<file path="src/rtl/i3c_bus_mode_ctrl.sv">
// I3C bus mode controller: tracks OFF/SDR/HDR, latches the HDR mode, and turns
// target reset patterns into peripheral or whole-target reset requests with escalation.
module i3c_bus_mode_ctrl #(
    parameter int unsigned ESC_WINDOW = 1024
) (
    input  logic       clk_i,
    input  logic       rst_ni,
    input  logic       enable_i,
    input  logic       enthdr_i,
    input  logic [2:0] enthdr_mode_i,
    input  logic       rstact_valid_i,
    input  logic [7:0] rstact_i,
    input  logic       hdr_exit_detect_i,
    input  logic       target_reset_detect_i,
    input  logic       periph_rst_ack_i,
    input  logic       target_rst_ack_i,
    output logic       monitor_enable_o,
    output logic       is_in_hdr_mode_o,
    output logic [2:0] hdr_mode_o,
    output logic       hdr_exit_o,
    output logic       periph_rst_req_o,
    output logic       target_rst_req_o
);

    typedef enum logic [1:0] {
        ST_OFF      = 2'd0,
        ST_SDR      = 2'd1,
        ST_HDR      = 2'd2,
        ST_RST_WAIT = 2'd3
    } state_e;

    typedef enum logic [1:0] {
        ACT_NONE   = 2'd0,
        ACT_PERIPH = 2'd1,
        ACT_WHOLE  = 2'd2
    } action_e;

    localparam logic [15:0] ESC_LOAD = 16'(ESC_WINDOW);

    state_e      state_q, state_d;
    action_e     action_q, action_d;
    action_e     resolved_s;
    logic [15:0] esc_q, esc_d;
    logic [2:0]  mode_q, mode_d;
    logic        exit_q, exit_d;
    logic        preq_q, preq_d;
    logic        treq_q, treq_d;
    logic        mon_en_q, hdr_q;
    logic        take_reset_s;

    // Escalation: a default peripheral reset seen again inside the window becomes whole-target.
    always_comb begin
        if ((action_q == ACT_WHOLE) || ((action_q == ACT_PERIPH) && (esc_q != 16'd0))) begin
            resolved_s = ACT_WHOLE;
        end else begin
            resolved_s = action_q;
        end
    end

    // Reset patterns are honoured only in SDR/HDR while enabled.
    always_comb begin
        if (enable_i && target_reset_detect_i &&
            ((state_q == ST_SDR) || (state_q == ST_HDR))) begin
            take_reset_s = 1'b1;
        end else begin
            take_reset_s = 1'b0;
        end
    end

    // Next-state and next-output logic.
    always_comb begin
        state_d  = state_q;
        action_d = action_q;
        mode_d   = mode_q;
        exit_d   = 1'b0;
        preq_d   = preq_q;
        treq_d   = treq_q;
        if (esc_q != 16'd0) begin
            esc_d = esc_q - 16'd1;
        end else begin
            esc_d = 16'd0;
        end

        case (state_q)
            ST_OFF: begin
                if (enable_i) begin
                    state_d = ST_SDR;
                end else begin
                    state_d = ST_OFF;
                end
            end
            ST_SDR: begin
                if (!enable_i) begin
                    state_d = ST_OFF;
                end else if (target_reset_detect_i) begin
                    state_d = ST_SDR;
                end else if (enthdr_i) begin
                    state_d = ST_HDR;
                    mode_d  = enthdr_mode_i;
                end else if (rstact_valid_i) begin
                    case (rstact_i)
                        8'h00: begin
                            action_d = ACT_NONE;
                            esc_d    = 16'd0;
                        end
                        8'h01: begin
                            action_d = ACT_PERIPH;
                            esc_d    = 16'd0;
                        end
                        8'h02: begin
                            action_d = ACT_WHOLE;
                            esc_d    = 16'd0;
                        end
                        default: action_d = action_q;
                    endcase
                end else begin
                    state_d = ST_SDR;
                end
            end
            ST_HDR: begin
                if (!enable_i) begin
                    state_d = ST_OFF;
                end else if (hdr_exit_detect_i) begin
                    state_d = ST_SDR;
                    exit_d  = 1'b1;
                end else begin
                    state_d = ST_HDR;
                end
            end
            ST_RST_WAIT: begin
                if (preq_q) begin
                    if (periph_rst_ack_i) begin
                        preq_d  = 1'b0;
                        state_d = enable_i ? ST_SDR : ST_OFF;
                    end else begin
                        state_d = ST_RST_WAIT;
                    end
                end else if (treq_q) begin
                    if (target_rst_ack_i) begin
                        treq_d  = 1'b0;
                        state_d = enable_i ? ST_SDR : ST_OFF;
                    end else begin
                        state_d = ST_RST_WAIT;
                    end
                end else begin
                    state_d = enable_i ? ST_SDR : ST_OFF;
                end
            end
            default: state_d = ST_OFF;
        endcase

        // Reset handling overrides the per-state transition (HDR exit pulse still stands).
        if (take_reset_s) begin
            action_d = ACT_PERIPH;
            case (resolved_s)
                ACT_PERIPH: begin
                    preq_d  = 1'b1;
                    esc_d   = ESC_LOAD;
                    state_d = ST_RST_WAIT;
                end
                ACT_WHOLE: begin
                    treq_d  = 1'b1;
                    esc_d   = 16'd0;
                    state_d = ST_RST_WAIT;
                end
                default: state_d = ST_SDR;
            endcase
        end else begin
            action_d = action_d;
        end
    end

    // State and registered outputs; status flags derive from the next state.
    always_ff @(posedge clk_i or negedge rst_ni) begin
        if (!rst_ni) begin
            state_q  <= ST_OFF;
            action_q <= ACT_PERIPH;
            esc_q    <= 16'd0;
            mode_q   <= 3'd0;
            exit_q   <= 1'b0;
            preq_q   <= 1'b0;
            treq_q   <= 1'b0;
            mon_en_q <= 1'b0;
            hdr_q    <= 1'b0;
        end else begin
            state_q  <= state_d;
            action_q <= action_d;
            esc_q    <= esc_d;
            mode_q   <= mode_d;
            exit_q   <= exit_d;
            preq_q   <= preq_d;
            treq_q   <= treq_d;
            mon_en_q <= (state_d != ST_OFF);
            hdr_q    <= (state_d == ST_HDR);
        end
    end

    assign monitor_enable_o = mon_en_q;
    assign is_in_hdr_mode_o = hdr_q;
    assign hdr_mode_o       = mode_q;
    assign hdr_exit_o       = exit_q;
    assign periph_rst_req_o = preq_q;
    assign target_rst_req_o = treq_q;

endmodule

</file>
<file path="config.mk">
export PLATFORM = sky130hd
export DESIGN_NAME = i3c_bus_mode_ctrl
export DESIGN_NICKNAME = d
export VERILOG_FILES = /design/src/rtl/i3c_bus_mode_ctrl.sv
export SDC_FILE = /design/constraint.sdc
export NUM_CORES = 1
export LEC_CHECK = 0
export CAP_MARGIN = 30
export CORE_MARGIN = 2
export CORE_UTILIZATION = 55
export DETAILED_ROUTE_END_ITERATION = 7
export PLACE_DENSITY = 0.91
export SLEW_MARGIN = 20
export SYNTH_ARGS = -nofsm -noshare
export SYNTH_HDL_FRONTEND = slang
export SYNTH_SLANG_ARGS = --single-unit
</file>
<file path="constraint.sdc">
create_clock -name clk_i -period 4.6 [get_ports clk_i]
set_input_delay 0.92 -clock clk_i [delete_from_list [all_inputs] [get_ports clk_i]]
set_output_delay 0.92 -clock clk_i [all_outputs]
set_load 0.02 [all_outputs]
</file>
# Word-level counts from Yosys, hierarchy flattened
# Index checks and enable logic that the tools add are counted.
# classes
n_reduce_logical	17
n_bitwise	1
n_addsub	1
eq_ne	12
muxes	46
# ops
op	n
2-to-1 mux 16 bit	8
2-to-1 mux 2 bit	19
case mux 16 bit (2 select lines)	1
2-to-1 mux 1 bit	16
nonzero test 16 bit	1
subtractor 16 x 1 -> 16 bit, second input constant	1
== test 2 bit, second input constant	5
== test 8 x 1 -> 1 bit, second input constant	1
== test 8 x 2 -> 1 bit, second input constant	1
zero test 8 bit	1
case mux 2 bit (4 select lines)	1
nonzero test 2 bit	4
== test 2 x 1 -> 1 bit, second input constant	3
case mux 2 bit (3 select lines)	1
AND reduction 6 bit	1
inequality test 2 x 1 -> 1 bit, second input constant	2
AND reduction 4 bit	1
nonzero test 4 bit	1
logical AND 1 bit	3
OR reduction 3 bit	1
zero test 2 bit	1
logical OR 1 bit	2
OR reduction 2 bit	1
NOT 1 bit	1
# word_totals
output_inout_bits	8
ff_bits	28
in_bits	20
word_cells	86

# Longest topological paths before layout
# depth
word_depth	10
ltp_mapped	12
ltp_nobuf	11

# Worst setup path after synthesis
# Ideal clock, no wire load.
# synth_path
path_kind	register to register
startpoint	register esc_q[8]
endpoint	register esc_q[7]
period_less_slack_ps	2991
setup_ps	72
path_stages_with_launch	11
t_required_ps	4528
path_buffers	1
arrival_ps	2918
setup_slack_ps	1609
cell_sequence	dfrtp_1 or4_4 or4_4 or4_4 a21o_1 ha_1 nor2_1 a21oi_1 nand2_4 buf_6 nor2_1
# synth_via
elab_chain_len	10
word_cells_on_any_way	15
cone_classes	2 x eq/ne; 10 x mux; 3 x reduce/logical
# synth_rtl
item	line_no	text
start, declared	43	logic [15:0] esc_q, esc_d;
start signal, assigned	188	esc_q <= esc_d;
nonzero test 16 bit (*)	53, 78	
2-to-1 mux 16 bit	78	if (esc_q != 16'd0) begin
2-to-1 mux 16 bit	101	case (rstact_i)
2-to-1 mux 16 bit	100	end else if (rstact_valid_i) begin
2-to-1 mux 16 bit	97	end else if (enthdr_i) begin
2-to-1 mux 16 bit	95	end else if (target_reset_detect_i) begin
2-to-1 mux 16 bit	93	if (!enable_i) begin
2-to-1 mux 16 bit	84	case (state_q)
case mux 16 bit (2 select lines)	155	case (resolved_s)
2-to-1 mux 16 bit (*)	153	if (take_reset_s) begin
via esc_d[7]	43	
# Mark *: on every way through the listed nets, which the timed path passes. The rest lies on a longest branch.
# A chain may end at the register's enable or synchronous reset.

# Final worst setup path
# layout_path
startpoint	register esc_q[8]
endpoint	register esc_q[10]
# layout_via
elab_chain_len	10
word_cells_on_any_way	16
cone_classes	1 x add/sub; 2 x eq/ne; 10 x mux; 3 x reduce/logical
# layout_rtl
item	line_no
subtractor 16 x 1 -> 16 bit or nonzero test 16 bit (tied branches)	79, 53, 78
2-to-1 mux 16 bit	78
2-to-1 mux 16 bit	101
2-to-1 mux 16 bit	100
2-to-1 mux 16 bit	97
2-to-1 mux 16 bit	95
2-to-1 mux 16 bit	93
2-to-1 mux 16 bit	84
case mux 16 bit (2 select lines)	155
2-to-1 mux 16 bit (*)	153
via esc_d[10]	43
# Marked as above.

==> results.cfg <==
[setup_path]
critPathKind = flop to flop
critPathLaunchType = flop
cp.required_ns = 4.87
path_max_fanout = 16
rr_startpoint = esc_q[8]$_DFF_PN0_
worstSetupEndpointType = flop
worstPathArrival_ns = 3.50
rrSetupSlack_ns = 1.38
ff2ff_path_depth = 9
timing.rr.end = esc_q[10]$_DFF_PN0_

[sta]
hold_viol = 0
rsz0062_at_grt = false
fin_skew_ns = 0.0134
setup_viol = 0
max_freq_ghz = 0.310
worst_pin_slew_ns = 0.488
holdWs_ns = 0.505
final.min_clock_period_ns = 3.22
slew_violations = 0
min_period_over_period_pct = 70.1
maxSlewHeadroom_pct = 67.2
fin_tns_setup_ns = 0

[route]
post_drt_wl_per_cell_um = 16.2
drt_iter0_markers = 34
viasPerCell = 5.97
drc = 0
vias = 1247
drt-pass1-iter-count = 4
routed_wl_um = 3380
antenna_left = 0

[yosys]
synth_cell_types = 31
synth_compound_area_share_pct = 7.01
synth_edf_count = 0
synthMuxAreaShare_pct = 2.34
synth_top_flop_cell = dfrtp_1
synth_top_area_share_pct = 46.7
syn_area_per_cell_sq_um = 9.84
synth_area_leaders = dfrtp_1 47%, nor2_1 6.5%, ha_1 6.1%
synth_top_family_by_area = simple AND/OR/NAND/NOR gates
synthAdderAreaFrac_pct = 6.06
synth.top_cells.by_count = 27 x dfrtp_1, 25 x nor2_1, 14 x nand2_1
syn_inst = 147
yosys_warnings = 0
synth_seq_cells = 28
synth.most_common_cell = dfrtp_1
yosys.area_share.simple_pct = 25.3
synth_async_sr_flop_share_pct = 100
synthesis.area_sq_mm = 0.00145
synth_sequential_area_ratio_pct = 48.5
yosysTopAreaCell = dfrtp_1
synth_xor_area_share_pct = 7.87
synth_fp_nets = 174

[min_path]
min_delay_path_depth = 1
hp-start = esc_q[0]$_DFF_PN0_
hold_path_end = esc_q[0]$_DFF_PN0_
hold_class = flop to flop

[global_routing]
grt-ovfl-total = 0
antenna_found_initial = 0
grt_pass1_wl_um = 5650
track_usage_pct = 23.7
grt_max_degree = 29
grt_pass1_vias = 1245

[clocking]
root_buffer = clkbuf_4
cts_tree = done
clk_pin_slew_ns = 0.16
clk_path_buf_depth = 2
hold_buffers = 0
clk-insertion-delay-late_ns = 0.34
htreeDepth = 1
post-cts-setup-buffers = 0
cts_made_buffers = 3
ctsResizeCount = 0
cts_sinks = 28

[power]
clkPwrFrac_pct = 12.3
switching_share_pct = 39.4
p_leak_nw = 0.821
fin_total_pwr_mw = 1.01
powerDensity_mw_per_mm2 = 561
internal-power_mw = 0.609
ir_drop_v = 0.000391
seqPwrFrac_pct = 42.8
p_comb_share_pct = 44.9
p_sw_mw = 0.396

[layout]
register_area_sq_um = 702
area_growth_pct = 23.9
fillers = 180
multi_input_area_sq_um = 703
diodes = 0
nets = 207
drive_above_1_share_pct = 8.94

[placed_design]
port_buffers = 27
post-dp-hpwl_um = 2490
place.gp.congestion = 0.803

[floorplanning]
die_y_um = 55.3
row_count = 18
dieArea_sq_mm = 0.00306
core_sq_mm = 0.00248
die_x_um = 55.3
io_pins = 28
start_util_pct = 58.4

[outcome]
outcome = finished, final reports clean

[flow_run]
maxCapViolCount = 0
==> flip-flops by register name (all words and copies together) (netlist names) <==
name              flops
target_rst_req_o      1
esc_q                16
hdr_exit_o            1
is_in_hdr_mode_o      1
action_q              2
hdr_mode_o            3
periph_rst_req_o      1
monitor_enable_o      1
state_q               2
==> per-stage QoR <==
step / cell area (sq um) / instances / setup WS, ns / util, %
after global routing: 1790 / 209 / 1.29 / 72.3
final: 1790 / 209 / 1.38 / 72.3
after floorplan: 1450 / 147 / 1.61 / -
after CTS: 1790 / 208 / 1.40 / 72.1
after global placement: 1750 / 204 / 1.59 / 70.7
after detailed placement: 1750 / 204 / 1.47 / 70.7
==> placed cells by master (no fill, tap or decap), drive strengths merged, types with 6 or more instances in the layout <==
cell            n
inv             8
o21ai           6
ha              7
nor2           25
xnor2           9
nand2          15
clkdlybuf4s50  27
dfrtp          27
==> power groups by stage <==
stage,logic [mW],registers [mW],clock network [mW]
after floorplan,0.284,0.440,0
after global placement,0.410,0.420,0
after detailed placement,0.439,0.432,0
after CTS,0.449,0.428,0.123
after global routing,0.494,0.440,0.133
final,0.452,0.431,0.124
==> how the worst max path moves through the flow <==
stage                             start                  end
floorplan            esc_q[8]$_DFF_PN0_   esc_q[7]$_DFF_PN0_
global route         esc_q[8]$_DFF_PN0_   esc_q[8]$_DFF_PN0_
detailed placement  esc_q[10]$_DFF_PN0_  esc_q[15]$_DFF_PN0_
global placement     esc_q[8]$_DFF_PN0_  esc_q[10]$_DFF_PN0_
finish               esc_q[8]$_DFF_PN0_  esc_q[10]$_DFF_PN0_
CTS                  esc_q[8]$_DFF_PN0_  esc_q[15]$_DFF_PN0_
==> routing by layer <==
layer  GRT usage [%]  wire (um)  up-vias
met5               0          0        -
met4            9.06         57        0
met3            5.62        275        8
met2            42.3       1770       64
met1            27.3       1280      611
li1                -          -      564
==> worst max-delay path, stage by stage (launching register included) <==
cell and delay [ns]:
dfrtp_1 0.46, or4_4 0.55, or4_4 0.44, or4_4 0.52, a21o_1 0.23, ha_1 0.31
nor2_1 0.07, a21oi_1 0.24, nand2_4 0.17, o22ai_1 0.16
==> cells by family after synthesis <==
group / count (synthesis)
adders and majority gates: 7
xor gates and xnor gates: 13
and+or+nand+nor: 70
AOI/OAI and AO/OA: 17
buffers and inverters: 9
muxes: 3
DFF: 28
==> area by class of cell <==
class	count	area share, %
multi-input cells	110	39.2
flip-flops and latches	28	39.2
repair buffers	29	15.8
well taps	30	2.09
clock buffers	4	2.03
inverters	8	1.68
(Power assumes the default switching activity.)
